`src/rtl/pipe_pkg.sv`:
```
// Shared types and helpers for the pipe_reg_hs elastic delay line.
// Consumers import pipe_pkg::* for the stage record and the count-width helper.
package pipe_pkg;

  localparam int DEFAULT_WIDTH = 8;

  // One pipeline slot: valid flag plus payload (default-width form).
  typedef struct packed {
    logic                     valid;
    logic [DEFAULT_WIDTH-1:0] data;
  } stage_rec_t;

  // Bits needed to hold an occupancy value in 0..depth.
  function automatic int cnt_width(input int depth);
    return $clog2(depth + 1);
  endfunction

endpackage

```
`src/rtl/pipe_stage.sv`:
```
// One slot of the handshake pipeline: a WIDTH-bit data register plus valid bit.
// Loads from its predecessor whenever it is empty or its successor can take its word.
module pipe_stage #(
  parameter int WIDTH = 8
) (
  input  logic             clk,
  input  logic             rst_n,
  input  logic             flush,
  input  logic             prev_valid,
  input  logic [WIDTH-1:0] prev_data,
  input  logic             next_ready,
  output logic             ready,
  output logic             valid,
  output logic [WIDTH-1:0] data
);

  logic             r_valid;
  logic [WIDTH-1:0] r_data;
  logic             w_ready;

  // An empty slot never blocks, which is what collapses bubbles.
  assign w_ready = ~r_valid | next_ready;

  // NOTE: state is updated with <= so every stage samples its neighbour's pre-edge value.
  always_ff @(posedge clk) begin
    if (!rst_n) begin
      r_valid <= 1'b0;
      // NOTE: data is cleared on reset too, so out_data reads 0 rather than X afterwards.
      r_data  <= '0;
    end else if (flush) begin
      r_valid <= 1'b0;
    end else if (w_ready) begin
      r_valid <= prev_valid;
      if (prev_valid) r_data <= prev_data;
    end
  end

  assign ready = w_ready;
  assign valid = r_valid;
  assign data  = r_data;

endmodule

```
`src/rtl/pipe_reg_hs.sv`:
```
// DEPTH-stage valid/ready pipeline register with bubble collapse, flush and occupancy count.
// Stage 0 is the input end; stage DEPTH-1 drives the output.
module pipe_reg_hs
  import pipe_pkg::*;
#(
  parameter  int WIDTH = 8,
  parameter  int DEPTH = 4,
  localparam int CNT_W = cnt_width(DEPTH)
) (
  input  logic             clk,
  input  logic             rst_n,
  input  logic             flush,
  input  logic             in_valid,
  input  logic [WIDTH-1:0] in_data,
  output logic             in_ready,
  output logic             out_valid,
  output logic [WIDTH-1:0] out_data,
  input  logic             out_ready,
  output logic [CNT_W-1:0] count
);

  logic             w_in_ready;
  logic             w_in_fire;
  logic             w_out_valid;
  logic             w_out_fire;
  logic [CNT_W-1:0] r_count;
  logic [CNT_W-1:0] w_count_nxt;

  // Each generate block owns its own ready/valid/data nets so the ready chain is
  // a plain series of distinct signals rather than one self-referencing vector.
  for (genvar g = 0; g < DEPTH; g++) begin : g_stage
    logic             w_ready;
    logic             w_valid;
    logic [WIDTH-1:0] w_data;
    logic             w_prev_valid;
    logic [WIDTH-1:0] w_prev_data;
    logic             w_next_ready;

    if (g == 0) begin : g_head
      assign w_prev_valid = w_in_fire;
      assign w_prev_data  = in_data;
    end else begin : g_body
      assign w_prev_valid = g_stage[g-1].w_valid;
      assign w_prev_data  = g_stage[g-1].w_data;
    end

    if (g == DEPTH - 1) begin : g_tail
      assign w_next_ready = out_ready;
    end else begin : g_link
      assign w_next_ready = g_stage[g+1].w_ready;
    end

    pipe_stage #(.WIDTH(WIDTH)) u_stage (
      .clk        (clk),
      .rst_n      (rst_n),
      .flush      (flush),
      .prev_valid (w_prev_valid),
      .prev_data  (w_prev_data),
      .next_ready (w_next_ready),
      .ready      (w_ready),
      .valid      (w_valid),
      .data       (w_data)
    );
  end

  assign w_in_ready  = rst_n & ~flush & g_stage[0].w_ready;
  assign w_in_fire   = in_valid & w_in_ready;
  assign w_out_valid = rst_n & ~flush & g_stage[DEPTH-1].w_valid;
  assign w_out_fire  = w_out_valid & out_ready;

  // NOTE: the default assignment first keeps this block purely combinational (no latch).
  always_comb begin
    w_count_nxt = r_count;
    case ({w_in_fire, w_out_fire})
      2'b10:   w_count_nxt = r_count + CNT_W'(1);
      2'b01:   w_count_nxt = r_count - CNT_W'(1);
      default: w_count_nxt = r_count;
    endcase
  end

  always_ff @(posedge clk) begin
    if (!rst_n)     r_count <= '0;
    else if (flush) r_count <= '0;
    else            r_count <= w_count_nxt;
  end

  assign in_ready  = w_in_ready;
  assign out_valid = w_out_valid;
  assign out_data  = g_stage[DEPTH-1].w_data;
  assign count     = r_count;

endmodule

```
`config.mk`:
```
export PLATFORM = sky130hd
export DESIGN_NAME = pipe_reg_hs
export DESIGN_NICKNAME = d
export VERILOG_FILES = /design/src/rtl/pipe_pkg.sv /design/src/rtl/pipe_stage.sv /design/src/rtl/pipe_reg_hs.sv
export SDC_FILE = /design/constraint.sdc
export NUM_CORES = 1
export LEC_CHECK = 0
export CORE_ASPECT_RATIO = 0.9
export CORE_MARGIN = 2
export CORE_UTILIZATION = 40
export DETAILED_ROUTE_END_ITERATION = 12
export REMOVE_ABC_BUFFERS = 1
export SLEW_MARGIN = 10
export SYNTH_ARGS = -nofsm -noshare
export SYNTH_HDL_FRONTEND = slang
export SYNTH_SLANG_ARGS = --single-unit
```
`constraint.sdc`:
```
create_clock -name clk -period 5.97 [get_ports clk]
set_clock_uncertainty 0.1 [all_clocks]
set_input_delay 1.791 -clock clk [delete_from_list [all_inputs] [get_ports clk]]
set_output_delay 1.791 -clock clk [all_outputs]
set_load 0.005 [all_outputs]
```
Yosys cells after proc, flatten, opt, wreduce, memory -nomap -nowiden
Index checks and enable logic that the tools add are counted.
{"block": "totals", "register_bits": 39, "word_cells": 35}
{"block": "op_classes", "add_sub_neg": 2, "n_reduce_logical": 6, "mux": 1, "n_eq_ne": 2, "bitwise_logic": 15}
{"cell": "$reduce_and A3 Y1", "count": 4}
{"cell": "$not A1 Y1", "count": 6}
{"cell": "$pmux W3 S2", "count": 1}
{"cell": "$and A1 B1 Y1", "count": 5}
{"cell": "$or A1 B1 Y1", "count": 4}
{"cell": "$add A3 B1 Y3 const B", "count": 1}
{"cell": "$sub A3 B1 Y3 const B", "count": 1}
{"cell": "$eq A2 B1 Y1 const B", "count": 1}
{"cell": "$eq A2 B2 Y1 const B", "count": 1}
{"cell": "$reduce_bool A2 Y1", "count": 1}
{"cell": "$reduce_or A2 Y1", "count": 1}

Depth between registers and ports, before layout
Gate-level depths: netlist of the first run.
{"block": "depth", "ltp_word": 9, "depth_mapped": 9}

Hierarchy
From an unflattened synthesis of the first run, not the netlist that was laid out.
{"block": "hier_totals", "hier_cells": 184, "hier_area_um2": 1715.4}
{"mod": "pipe_stage", "seq_area_each_um2": 180.2, "cells_per_inst": 41, "instances": 4, "area_per_inst_um2": 382.9}
{"mod": "pipe_reg_hs", "seq_area_each_um2": 60.1, "cells_per_inst": 20, "instances": 1, "area_per_inst_um2": 183.9}

Worst setup path before layout of the first run
No wires, ideal clock.
{"block": "synth_path", "kind": "input port to output port", "start": "input port flush", "end": "output port in_ready", "setup_slack_ps": 1827, "path_stages": 3, "t_required_ps": 4079, "arrival_ps": 2252, "cell_sequence": "nand2b_1 > clkbuf_1 > a21oi_1"}
{"block": "synth_via", "elab_chain_cells": 3}
{"item": "start: declaration", "line_no": "pipe_reg_hs.sv:12", "rtl": "input logic flush,"}
{"item": "$not A1 Y1 (no line)"}
{"item": "$and A1 B1 Y1 (2 in a row)", "line_no": "pipe_reg_hs.sv:66", "rtl": "assign w_in_ready = rst_n & ~flush & g_stage[0].w_ready;"}
{"item": "end: declaration", "line_no": "pipe_reg_hs.sv:15", "rtl": "output logic in_ready,"}
No other way between the ends.

Worst setup path after layout of the first run
Ends and elaborated chain as after synthesis.

==> out/summary.txt, run 1 <==
Worst hold start - g_stage[2].u_stage.data[4]$_SDFFE_PN0P_
Tmin final - 5230 ps
Pre-CTS WS - 734 ps
Setup ws final - 737 ps
Worst EP required - 4080 ps
Worst-path clk slew - 70 ps
DRC - 0
CP endpoint kind - output port
Syn_area_per_cell - 9.36 µm²
Post-cts sizing count - 0
WL final - 3280 µm
Sequential power share - 0.548
# rows - 22
CTS tree - built
Antenna diodes - 0
Period utilisation layout - 0.877
Flop2flop setup slack - 3710 ps
Total CTS buffers - 5
Cell variety after synth - 28
Worst slew margin - 0.269
Final Hold Vio Count - 0
RD Place Congestion - 0.733
DIE WIDTH - 71.6 µm
Proportion of synthesized chip area in sequential cells - 0.474
Flops & latches, synth - 39
DRT Pass-1 Iters - 4
Combinational power share - 0.058
Clock Path Buffers - 2
CTS Sinks - 39
Routed vias/inst - 5.42
Die footprint - 4650 µm²
Hold Path Class - reg -> reg
Die outline height - 64.9 µm
R2R cell count - 8
Slew Viols, Final - 0
Final setup TNS - 0 ps
Register area - 781 µm²
Clock Latency Late Sink - 280 ps
Antenna violations before repair - 0
Reg2reg start - g_stage[2].u_stage.valid$_SDFFE_PP0P_
Worst slew pin tran - 1090 ps
Io pins - 26
Layout cell share with drive strength beyond 1 - 0.0513
Unrepaired setup endpoints after global routing - false
Initial DRC Count - 66
Overflow after GRT - 0
Worst Path Max Fanout - 8
Static leakage - 0.000773 µW
Commonest non-fill, non-tap cell in the layout - dfxtp_1
Hold Crit Depth - 2
H-tree levels - 2
Clock power share - 0.394
WL/cell - 13.5 µm
Area taken by multi-input logic gates - 790 µm²
Worst Setup Path Type - in -> out
P&R area growth vs syn - 21.2%
Core area - 4020 µm²
Synthesized cell area - 1650 µm²
WP data arrival - 3340 ps
Pwr/cell area - 243 nW/µm²
Run status - finished clean
Switch Pwr - 103 µW
Setup Buffers After CTS - 0
Number of fill cells - 388
Root Buffer - clkbuf_8
Final core occ - 0.497
YS warnings - 0
Int Pwr - 383 µW
Initial core utilization - 0.410
Total GRT Usage - 0.154
Detailed-placement wirelength estimate - 2370 µm
Final setup violating endpoints - 0
FMAX - 191 MHz
First-pass GRT wire length - 5580 µm
Max cap viols - 0
Number of vias in the routed layout - 1317
Number of global-route vias before repair - 1184
Crit path launch - flush
Switching part of the total - 0.212
Final nets - 209
Largest net degree at the start of global routing - 49
Crit start category - input port
Commonest non-fill, non-tap cells in the layout - 39 x dfxtp_1, 25 x nand2_1, 25 x clkdlybuf4s50_1, 17 x mux2i_1, 16 x nand3_1
Post-route antenna net violation count - 0
Peak supply drop - 0.151 mV
Synth Instances - 176
Port bufs - 25
CTS Hold Bufs - 0
per-stage QoR:
| step | area [µm²] | hold slack (ps) | instances | power (µW) |
|---|---|---|---|---|
| 5_1_grt | 2000 | 389 | 243 | 505 |
| 3_5_place_dp | 1900 | 354 | 235 | 301 |
| 3_3_place_gp | 1900 | 352 | 235 | 299 |
| 6_report | 2000 | 364 | 243 | 486 |
| 4_1_cts | 2000 | 365 | 243 | 491 |
| 2_1_floorplan | 1580 | 338 | 161 | 283 |
cell type report:
type | instances | share of cell area
Multi-Input combinational cell | 120 | 0.396
Timing Repair Buffer | 26 | 0.129
Inverter | 2 | 0.00376
Clock buffer | 8 | 0.0502
Tap cell | 48 | 0.0301
Sequential cell | 39 | 0.391
cells by family (layout without fill, tap and decap cells):
family | count (synthesis) | count (layout) | synth area share
compound gates | 39 | 39 | 0.169
buf+inv | 17 | 36 | 0.0464
flops | 39 | 39 | 0.474
xor+xnor | 2 | 2 | 0.0106
fa+ha+maj | 2 | 2 | 0.0198
simple gates | 60 | 60 | 0.176
mux | 17 | 17 | 0.103
layer usage:
layer | wire length (µm) | up-vias | global-route usage
met5 | 0 | - | 0
met4 | 31 | 0 | 0.0566
met3 | 136 | 4 | 0.0373
met2 | 1510 | 31 | 0.241
met1 | 1610 | 609 | 0.205
li1 | - | 673 | -
Yosys cell counts (all sizes together):
library cell | number | area share
dfxtp | 39 | 0.47
nand2 | 25 | 0.057
mux2i | 17 | 0.10
nand3 | 16 | 0.049
o21ai | 9 | 0.027
a21boi | 8 | 0.036
clkbuf | 8 | 0.018
o2111ai | 8 | 0.043
o221ai | 8 | 0.043
buf | 7 | 0.024
nor2 | 6 | 0.014
a21oi | 5 | 0.015
nor2b | 4 | 0.015
nand2b | 3 | 0.011
inv | 2 | 0.0046
or3 | 2 | 0.0076
a211o | 1 | 0.0053
and2 | 1 | 0.0038
and3 | 1 | 0.0038
and4b | 1 | 0.0061
fa | 1 | 0.012
ha | 1 | 0.0076
nand4b | 1 | 0.0091
xnor2 | 1 | 0.0053
xor2 | 1 | 0.0053
power by group through the flow:
stage	Combinational (µW)	Clock, µW	Sequential [µW]
2_1_floorplan	11.1	0	272
5_1_grt	31.0	207	267
3_3_place_gp	27.2	0	272
6_report	28.2	191	266
4_1_cts	28.3	197	266
3_5_place_dp	28.3	0	272
path summary, 6_finish.rpt:
kind	to
setup / recovery	in_ready
hold / removal	g_stage[2].u_stage.data[4]$_SDFFE_PN0P_
setup reg to reg	count[2]$_SDFFE_PP0P_
hold reg to reg	g_stage[2].u_stage.data[4]$_SDFFE_PN0P_
worst max-delay path: stages:
cell,delay [ps]
clkdlybuf4s50_1,500
nand2b_1,310
a21oi_1,210
clkdlybuf4s50_1,530
registers in the layout, summed over array words and instances (netlist names):
| register | cells |
|---|---|
| g_stage.u_stage.data | 32 |
| g_stage.u_stage.valid | 4 |
| count | 3 |
Note: power is estimated with default switching activity, not from simulation.
==> run 2: changes to the inputs <==
==> constraint.sdc (replaced) <==
create_clock -name clk -period 5.97 [get_ports clk]
set_clock_uncertainty 0.1 [all_clocks]
set_input_delay 1.194 -clock clk [delete_from_list [all_inputs] [get_ports clk]]
set_output_delay 1.194 -clock clk [all_outputs]
set_load 0.005 [all_outputs]
==> run 2 against run 1 <==
Sequential cell count unchanged. Critical endpoint unchanged. Sequential power about the same. Critical path type unchanged. Combinational power about the same. Fmax increased by 28%.
==> out/summary.txt, run 2 (synthesis gave the netlist of run 1 again) <==
Hold Path Class - reg -> reg
Core area - 4020 µm²
WL/cell - 13.2 µm
Max cap viols - 0
Total CTS buffers - 5
Port bufs - 25
DRC - 0
Tmin final - 4090 ps
CTS Sinks - 39
Slew Viols, Final - 0
RD Place Congestion - 0.719
Worst slew pin tran - 1020 ps
Worst Path Max Fanout - 8
Total GRT Usage - 0.153
Max FFs per register - 32
CTS Hold Bufs - 0
Worst slew margin - 0.316
DIE WIDTH - 71.6 µm
CTS tree - built
Hold WS - 365 ps
Worst hold start - g_stage[2].u_stage.data[2]$_SDFFE_PN0P_
DRT Pass-1 Iters - 4
Io pins - 26
Worst-path clk slew - 80 ps
Hold Crit Depth - 2
Layout cell share with drive strength beyond 1 - 0.0564
First-pass GRT wire length - 5570 µm
Largest net degree at the start of global routing - 45
Final setup violating endpoints - 0
WP data arrival - 2800 ps
CP cell instances - clkdlybuf4s50_1, nand2b_1, a21oi_1, clkdlybuf4s50_1
Overflow after GRT - 0
Slowest stage delay, CP - 610 ps
Pwr/cell area - 234 nW/µm²
Reg2reg start - g_stage[2].u_stage.valid$_SDFFE_PP0P_
Final nets - 209
Commonest non-fill, non-tap cells in the layout - 39 x dfxtp_1, 25 x nand2_1, 25 x clkdlybuf4s50_1, 17 x mux2i_1, 16 x nand3_1
Detailed-placement wirelength estimate - 2300 µm
Antenna diodes - 0
Worst EP required - 4680 ps
WHS Endpoint - g_stage[2].u_stage.data[2]$_SDFFE_PN0P_
Number of global-route vias before repair - 1220
Worst R2R End - count[2]$_SDFFE_PP0P_
Most common cell on crit path - clkdlybuf4s50_1
Die footprint - 4650 µm²
Post-route antenna net violation count - 0
Setup Buffers After CTS - 0
FMAX - 244 MHz
Commonest non-fill, non-tap cell in the layout - dfxtp_1
Routed vias/inst - 5.40
P&R area growth vs syn - 20.2%
Initial DRC Count - 79
Run status - finished clean
CP endpoint kind - output port
Worst Setup Path Type - in -> out
Max stage delay cell, worst path - clkdlybuf4s50_1
# rows - 22
Final Hold Vio Count - 0
Clock Latency Late Sink - 290 ps
Initial core utilization - 0.410
Final setup TNS - 0 ps
WL final - 3210 µm
Flop2flop setup slack - 3670 ps
Period utilisation layout - 0.686
Post-cts sizing count - 0
Clock Path Buffers - 2
Die outline height - 64.9 µm
Peak supply drop - 0.173 mV
Static leakage - 0.000769 µW
Unrepaired setup endpoints after global routing - false
Crit start category - input port
Antenna violations before repair - 0
Root Buffer - clkbuf_8
R2R cell count - 8
H-tree levels - 2
Number of vias in the routed layout - 1313
run 2: power by group:
group | internal [µW] | switching (µW) | leakage, µW
sequential | 264 | 2.64 | 0.000315
combinational | 14.0 | 14.3 | 0.000406
clock | 79.9 | 89.7 | 0.0000477
total | 357 | 107 | 0.000769
run 2: per-stage QoR:
| step | total power, µW | instance area (µm²) | setup slack [ps] | std cells | util |
|---|---|---|---|---|---|
| after floorplan | 283 | 1580 | 2960 | 161 | - |
| final | 464 | 1980 | 1880 | 243 | 0.493 |
| after detailed placement | 301 | 1900 | 1880 | 235 | 0.472 |
| after global placement | 299 | 1900 | 1920 | 235 | 0.472 |
| after CTS | 470 | 1980 | 1880 | 243 | 0.493 |
| after global routing | 486 | 1980 | 1790 | 243 | 0.493 |
run 2: cell type report:
type | count | area [µm²]
repair buffers | 26 | 258
inverters | 2 | 7.51
clock buffers | 5 | 68.8
multi-input cells | 120 | 790
clock inverters | 3 | 15.0
well taps | 48 | 60.1
flip-flops and latches | 39 | 781
fillers | 365 | 2040
run 2: how the worst max path moves through the flow:
stage	start	to	slack, ps	cells after the start
after floorplan	flush	count[2]$_SDFFE_PP0P_	2960	8
after global placement	rst_n	in_ready	1920	4
after detailed placement	rst_n	in_ready	1880	4
after CTS	rst_n	in_ready	1880	4
after global routing	rst_n	in_ready	1790	4
final	rst_n	in_ready	1880	4
run 2: routing by layer:
layer | up-vias | part of all wire | GRT usage
met5 | - | 0 | 0
met4 | 0 | 0.018 | 0.0637
met3 | 8 | 0.051 | 0.0404
met2 | 38 | 0.44 | 0.244
met1 | 600 | 0.49 | 0.195
li1 | 667 | - | -
run 2: worst max-delay path, delay by kind of cell:
family,cells,cell delay (ps)
buffers and inverters,2,1140
AND/OR/NAND/NOR,1,240
AO/OA/AOI/OAI,1,220
==> edit (config.mk and constraints of run 1) <==
`WIDTH` is set to 8 in 2 places; all go to 10.
--- a/src/rtl/pipe_stage.sv
+++ b/src/rtl/pipe_stage.sv
@@ -1,7 +1,7 @@
 // One slot of the handshake pipeline: a WIDTH-bit data register plus valid bit.
 // Loads from its predecessor whenever it is empty or its successor can take its word.
 module pipe_stage #(
-  parameter int WIDTH = 8
+  parameter int WIDTH = 10
 ) (
   input  logic             clk,
   input  logic             rst_n,
--- a/src/rtl/pipe_reg_hs.sv
+++ b/src/rtl/pipe_reg_hs.sv
@@ -3,7 +3,7 @@
 module pipe_reg_hs
   import pipe_pkg::*;
 #(
-  parameter  int WIDTH = 8,
+  parameter  int WIDTH = 10,
   parameter  int DEPTH = 4,
   localparam int CNT_W = cnt_width(DEPTH)
 ) (
Ports: changed (resized in_data and out_data); port bits go from 26 to 30. No check against the original RTL was run, so the function may have changed too.
==> edit against run 1 <==
  * Total power is 7.9% higher
  * Sequential share of layout area is 1.2 points higher
  * Sequential cell count is 8 higher
  * Final cell count is 21% higher
  * Design area is 17% higher
  * Combinational power is 17% higher
  * Area after synthesis is 19% higher
  * Worst setup slack worse by 0.022 ns
  * Routed wire length is 16% higher
  * Clock power is 11% lower
  * Critical path type unchanged
  * Largest cell class is now flip-flops and latches
==> edit: results (changes against run 1) <==
Global routing
  – GRT Overall Usage: 0.145 (was 0.154)
  – Largest net degree at the start of global routing: 61 (was 49)
  – Global-route wire length before repair: 6400 um (was 5580 um)
  – Vias in the first global route: 1274 (was 1184)

Layout
  – Max reg flops: 40 (was 32)
  – Final nets: 246 (was 209)
  – Layout cells sized above 1: 0.0395 (was 0.0513)
  – Post-route insts no fill: 293 (was 243)

Logic synthesis
  – Synth unique cells: 30 (was 28)
  – Syn Inst Count: 211 (was 176)
  – Top cells by area, synth: dfxtp_1 (48%), mux2i_1 (11%), nand2_1 (5.9%) (was dfxtp_1 (47%), mux2i_1 (10%), nand2_1 (5.7%))
  – Register area share after synthesis: 0.478 (was 0.474)

Min path
  – Min-delay src: g_stage[2].u_stage.data[8] (was g_stage[2].u_stage.data[4])
  – WHS Endpoint: g_stage[2].u_stage.data[8] (was g_stage[2].u_stage.data[4])

Setup path
  – Arr. time, crit path: 3.36 ns (was 3.34 ns)
  – CP max stage cell: clkdlybuf4s50_1 (unchanged)
  – FF-to-FF setup slack: 3.74 ns (was 3.71 ns)

Run status
  – Outcome: finished clean (unchanged)

Placed design
  – Dpl hpwl: 2540 um (was 2370 um)
  – Placer congestion estimate: 0.694 (was 0.733)
  – Post-DP Area: 0.00226 sq mm (was 0.00190 sq mm)
  – Port buffer count: 29 (was 25)

Clock network
  – CTS H-Tree Depth: 2 (unchanged)

Route
  – Initial DRC count: 118 (was 66)
  – Pre-antenna DRT Iters: 5 (was 4)
  – Vias: 1494 (was 1317)
  – Final wirelength: 3810 um (was 3280 um)

Pwr
  – Leak: 0.879 nW (was 0.773 nW)

Timing
  – Worst-Margin Slew: 0.829 ns (was 1.09 ns)
==> edit: cell count changes after synthesis, sizes merged, moves of 3 or more <==
cell | run 1 | this run
clkbuf | 8 | 16
dfxtp | 39 | 47
nand2 | 25 | 31
mux2i | 17 | 21
nand3 | 16 | 20
buf | 7 | 4
==> edit: worst max path at each step <==
stage | to | slack (ns) | depth (start not counted)
6_report | in_ready | 0.71 | 4
5_1_grt | in_ready | 0.62 | 4
4_1_cts | in_ready | 0.73 | 4
3_5_place_dp | in_ready | 0.73 | 4
3_3_place_gp | in_ready | 0.74 | 4
2_1_floorplan | in_ready | 1.87 | 2
==> edit: tightest hold or removal path: stages (launching register included) <==
cell and delay (ns):
dfxtp_1 0.32, nand2_1 0.05, mux2i_1 0.05
==> edit: layer usage <==
| metal | vias to the layer above | global-route usage | routed length (um) |
|---|---|---|---|
| met1 | 656 | 0.221 | 2030 |
| met5 | - | 0 | 0 |
| li1 | 794 | - | - |
| met3 | 4 | 0.0349 | 161 |
| met2 | 40 | 0.199 | 1570 |
| met4 | 0 | 0.0468 | 44 |
==> edit: area by class of cell <==
class	count	area, sq um	area share
multi-input cells	142	930	0.399
inverters	2	7.51	0.00322
clock buffers	6	72.6	0.0311
well taps	65	81.3	0.0349
repair buffers	31	300	0.129
flip-flops and latches	47	941	0.403
==> edit: cells by family after synthesis <==
family	Yosys count	synth area share
and+or+nand+nor	70	0.168
AOI/OAI and AO/OA	47	0.172
DFF	47	0.478
buffers and inverters	22	0.0490
muxes	21	0.107
xor gates and xnor gates	2	0.00891
adders and majority gates	2	0.0165
==> edit: metrics by stage <==
| step | total power [W] | setup slack [ns] |
|---|---|---|
| 5_1_grt | 0.000547 | 0.618 |
| 2_1_floorplan | 0.000340 | 1.87 |
| 3_5_place_dp | 0.000361 | 0.731 |
| 6_report | 0.000524 | 0.715 |
| 3_3_place_gp | 0.000361 | 0.737 |
| 4_1_cts | 0.000530 | 0.729 |
==> edit: power by group <==
part / switching, W / internal [W]
Sequential: 0.00000305 / 0.000318
Combinational: 0.0000168 / 0.0000163
Clock: 0.0000923 / 0.0000782
Total: 0.000112 / 0.000412
